--- src/rtl/lamp_shift_out.sv ---
// Serialises the lamp vector into a 74HC595-style chain: shift clock, data, latch.
// A frame starts when lp differs from the last latched frame, on force_upd, or on a pending refresh.
module lamp_shift_out #(
  parameter int unsigned MX_LP     = 16,
  parameter int unsigned CLK_DIV   = 2,
  parameter bit          MSB_FIRST = 1'b1,
  parameter int unsigned FF_DLY    = 1
) (
  input  logic             clk,
  input  logic             rst_n,
  input  logic [MX_LP-1:0] lp,
  input  logic             force_upd,
  output logic             sr_clk,
  output logic             sr_dat,
  output logic             sr_lat,
  output logic             busy,
  output logic             frame_done
);

  localparam int unsigned BW = (MX_LP > 1) ? $clog2(MX_LP) : 1;
  localparam int unsigned DW = (CLK_DIV > 1) ? $clog2(CLK_DIV) : 1;
  // FF_DLY only exists for instantiation compatibility; flops carry no delay.
  localparam logic [DW-1:0] DIV_LAST = DW'(CLK_DIV - 1 + FF_DLY * 0);
  localparam logic [BW-1:0] BIT_TOP  = BW'(MX_LP - 1);

  localparam logic [1:0] IDLE  = 2'd0;
  localparam logic [1:0] SH_LO = 2'd1;
  localparam logic [1:0] SH_HI = 2'd2;
  localparam logic [1:0] LATCH = 2'd3;

  logic [1:0]       state;
  logic [DW-1:0]    div_cnt;
  logic [BW-1:0]    bit_cnt;
  logic [MX_LP-1:0] shadow;
  logic [MX_LP-1:0] sent_lp;
  logic             pend;
  logic             start;

  function automatic logic pick(input logic [MX_LP-1:0] v, input logic [BW-1:0] cnt);
    if (MSB_FIRST) return v[cnt];
    else           return v[BIT_TOP - cnt];
  endfunction

  always_comb begin
    start = (lp != sent_lp) || force_upd || pend;
  end

  // Outputs are loaded on the transition into each state so they are registered.
  always_ff @(posedge clk or negedge rst_n) begin
    if (!rst_n) begin
      state      <= IDLE;
      div_cnt    <= '0;
      bit_cnt    <= '0;
      shadow     <= '0;
      sent_lp    <= '0;
      pend       <= 1'b0;
      sr_clk     <= 1'b0;
      sr_dat     <= 1'b0;
      sr_lat     <= 1'b0;
      busy       <= 1'b0;
      frame_done <= 1'b0;
    end else begin
      frame_done <= 1'b0;
      if (force_upd && (state != IDLE)) pend <= 1'b1;
      case (state)
        IDLE: begin
          if (start) begin
            shadow  <= lp;
            bit_cnt <= BIT_TOP;
            pend    <= 1'b0;
            div_cnt <= '0;
            state   <= SH_LO;
            busy    <= 1'b1;
            sr_clk  <= 1'b0;
            sr_dat  <= pick(lp, BIT_TOP);
          end
        end
        SH_LO: begin
          if (div_cnt == DIV_LAST) begin
            div_cnt <= '0;
            state   <= SH_HI;
            sr_clk  <= 1'b1;
          end else begin
            div_cnt <= div_cnt + 1'b1;
          end
        end
        SH_HI: begin
          if (div_cnt == DIV_LAST) begin
            div_cnt <= '0;
            sr_clk  <= 1'b0;
            if (bit_cnt == '0) begin
              state  <= LATCH;
              sr_dat <= 1'b0;
              sr_lat <= 1'b1;
            end else begin
              bit_cnt <= bit_cnt - 1'b1;
              state   <= SH_LO;
              sr_dat  <= pick(shadow, bit_cnt - 1'b1);
            end
          end else begin
            div_cnt <= div_cnt + 1'b1;
          end
        end
        LATCH: begin
          if (div_cnt == DIV_LAST) begin
            div_cnt    <= '0;
            state      <= IDLE;
            sr_lat     <= 1'b0;
            busy       <= 1'b0;
            frame_done <= 1'b1;
            sent_lp    <= shadow;
          end else begin
            div_cnt <= div_cnt + 1'b1;
          end
        end
        default: state <= IDLE;
      endcase
    end
  end

endmodule

--- config.mk ---
export PLATFORM = sky130hd
export DESIGN_NAME = lamp_shift_out
export DESIGN_NICKNAME = d
export VERILOG_FILES = /design/src/rtl/lamp_shift_out.sv
export SDC_FILE = /design/constraint.sdc
export NUM_CORES = 1
export LEC_CHECK = 0
export CAP_MARGIN = 30
export CORE_MARGIN = 2
export CORE_UTILIZATION = 50
export DETAILED_ROUTE_END_ITERATION = 8
export PLACE_DENSITY = 0.75
export SLEW_MARGIN = 20
export SYNTH_ARGS = -nofsm -noshare
export SYNTH_HDL_FRONTEND = slang
export SYNTH_SLANG_ARGS = --single-unit
export TNS_END_PERCENT = 20
--- constraint.sdc ---
create_clock -name clk -period 2.1 [get_ports clk]
set_input_delay 0.42 -clock clk [delete_from_list [all_inputs] [get_ports clk]]
set_output_delay 0.42 -clock clk [all_outputs]
set_load 0.1 [all_outputs]
==> run metrics, run 1 <==
status finished clean; Ant. Diodes 0; Final GP Congestion between 0.8 and 0.9; post-layout util 0.636; Peak VDD IR between 0.4 and 0.5 mV; relative max-transition margin 0.643; main area contributors after synthesis dfrtp_1 52%, mux2_2 12%, xor2_1 6.8%; flop-to-flop setup slack around 20 ps; Switching Fraction 0.229; die width 70.1 µm; Flop pwr share 0.589; final max-slew violation count 0; Vias 1422; FF-to-FF Start sent_lp[10]$_DFFE_PN0P_; Synth Area per Inst ~13 µm²; Worst-Margin Slew between 500 and 600 ps; Synth Net Count between 150 and 200; Design Power ~1.5 mW; reg-to-reg endpoint shadow[11]$_DFFE_PN0P_; RSZ-0062 raised after global routing yes; CTS root buf clkbuf_8; Fillers between 300 and 400; all-layer global routing usage 0.186; Final Hold Vio Count 0; arrival time at the worst endpoint ~2300 ps; ratio of cells with drive above 1 in the final layout 0.367; Period Utilization, post-route 0.991; TritonRoute pass-1 iters 4; hold_buf cts 0; vias in the first global route around 1.4k; Routed Antenna Nets 0; Netlist Area Pre-Place 2180 µm²; CP required approximately 2300 ps; Layout area overhead 25.2%; Clock power frac 0.356; initial antenna violation count 0; Port Buf Inserts 23; num rows 24; Die Ht 70.1 µm; Clock Path Buffers 2; Setup-failing EPs final 0; Seq/Total Area, Yosys 0.516; min cycle time layout 2080 ps; Clk Latency, worst-skew pair ~300 ps; Clock Skew around 11 ps; Setup crit start kind input pin; Synth cell types 35; Comb power frac 0.055; post-DP HPWL between 3000 and 4000 µm; synth cell count leaders 45 x dfrtp_1, 24 x mux2_2, 17 x xor2_1; Final Non-Filler Cells between 200 and 300; Switch Pwr about 340 µW; Crit. End Element register; Leakage around 1.4 nW; nets between 200 and 250; Yosys top cell area share 0.516; H-tree depth 2; Worst-path clk slew 90 ps; Fmax between 400 and 500 MHz; Main synth FF type dfrtp_1; WS Path Type in2reg; Post-Syn Instances around 170; # clock sinks 45; placed cell count about 250; EDFF count, synth 0; yosys warns 0; cell area power density around 540 nW/µm²; CTS tree yes; largest net degree at the start of global routing 24; CP endpoint shadow[11]$_DFFE_PN0P_; full die area between 4000 and 5000 µm²; final WL 4440 µm; first-pass GRT wire length just over 7000 µm; Initial Util 0.508; max_cap viols 0; DRC Markers 0; Worst Setup SP lp[1]; Power Internal 1.13 mW; worst r2r path cells 7; Async S/R FF share, synth 1.00; WL/cell ~17 µm; CTS Buf Count 5; crit path max fanout 4; dominant cell by count in the synthesized netlist dfrtp_1; routed vias/inst roughly 5.5; Synth Register Bits 45; I/O pin total 24; Core Area ~4300 µm²; First DRT Iteration DRCs 111; Yosys top cell by area dfrtp_1; Min-Delay Path Class in2async; Remaining Overflow, GRT 0
-- layout make-up --
cell class / count / area (µm²) / area share
repair buffers: 38 / 368 / 0.135
clock buffers: 5 / 68.8 / 0.0252
flip-flops and latches: 45 / 1130 / 0.412
well taps: 52 / 65.1 / 0.0238
clock inverters: 3 / 17.5 / 0.00641
inverters: 9 / 33.8 / 0.0124
multi-input cells: 107 / 1050 / 0.386
-- per-stage QoR --
step	hold slack, ps	worst slack [ps]	instance area [µm²]	TNS, ps
final	90.2	19.9	2730	0
after global routing	132	-43.2	2730	-234
after CTS	101	4.25	2710	0
after detailed placement	429	-426	2540	-8800
after global placement	417	-395	2540	-8330
after floorplan	124	101	2180	0
-- cell usage in the layout, fill, tap and decap left out, drive strengths merged, types with 2 or more instances in the layout --
| cell | instances |
|---|---|
| nor2 | 5 |
| nand2b | 2 |
| clkdlybuf4s50 | 6 |
| dlymetal6s2s | 2 |
| dfrtp | 45 |
| mux2 | 33 |
| nand3 | 3 |
| nor3 | 3 |
| mux4 | 4 |
| clkinv | 2 |
| o21ai | 8 |
| inv | 9 |
| nand2 | 10 |
| mux2i | 2 |
| xor2 | 17 |
| buf | 20 |
| dlygate4sd2 | 9 |
| nor4 | 3 |
| a21oi | 4 |
| clkbuf | 5 |
-- logic make-up (layout without fill, tap and decap cells) --
family / after synthesis / count (layout) / share of synthesized area
mux: 39 / 39 / 0.236
simple gates: 30 / 30 / 0.0722
buf+inv: 14 / 55 / 0.0327
flops: 45 / 45 / 0.516
compound gates: 19 / 19 / 0.0653
fa+ha+maj: 1 / 1 / 0.00573
xor+xnor: 18 / 18 / 0.0722
-- registers in the layout (all words and copies together) (netlist names) --
name / count
pend: 1
shadow: 16
frame_done: 1
sr_dat: 1
div_cnt: 1
bit_cnt: 4
busy: 1
sr_clk: 1
state: 2
sent_lp: 16
sr_lat: 1
-- power groups by stage --
stage | Clock [mW] | Sequential [mW] | Combinational, mW
after floorplan | 0 | 0.883 | 0.0137
after global placement | 0 | 0.883 | 0.0800
after detailed placement | 0 | 0.883 | 0.0828
after CTS | 0.534 | 0.866 | 0.0808
after global routing | 0.569 | 0.866 | 0.0890
final | 0.523 | 0.866 | 0.0810
-- repair_timing --
action                     in CTS  in global routing
cloned                          1                  0
pin swaps                       5                  6
setup endpoints to repair      23                 18
gates resized for setup        18                  7
buffers inserted                2                  1
-- critical path, cell delays in order --
cell	delay, ps
clkdlybuf4s50_1	460
xor2_1	190
nor4_4	210
nand4_4	160
o21ai_4	240
bufbuf_16	290
mux2_4	290
-- how the worst min path moves through the flow --
stage	from	to	slack [ps]
2_1_floorplan	rst_n	bit_cnt[0]$_DFFE_PN0P_	120
4_1_cts	rst_n	sent_lp[9]$_DFFE_PN0P_	100
3_3_place_gp	rst_n	state[0]$_DFFE_PN0P_	420
6_report	rst_n	sent_lp[9]$_DFFE_PN0P_	90
3_5_place_dp	rst_n	state[0]$_DFFE_PN0P_	430
5_1_grt	rst_n	sent_lp[9]$_DFFE_PN0P_	130
-- metal layers --
layer / wire [µm] / up-vias / GRT usage
li1: - / 665 / -
met1: 1970 / 721 / 0.262
met2: 2200 / 31 / 0.290
met3: 217 / 5 / 0.0476
met4: 48 / 0 / 0.0491
met5: 0 / - / 0
Note: power is estimated with default switching activity, not from simulation.
==> inputs of run 2 (changes only) <==
SLEW_MARGIN = default   (was 20)
==> results of run 2 <==
Final layout, timing and power as in run 1 (identical DEF).
==> inputs of run 3 (changes only) <==
SLEW_MARGIN = 20   (was default)
==> results of run 3 <==
Final layout, timing and power as in run 1 (identical DEF).
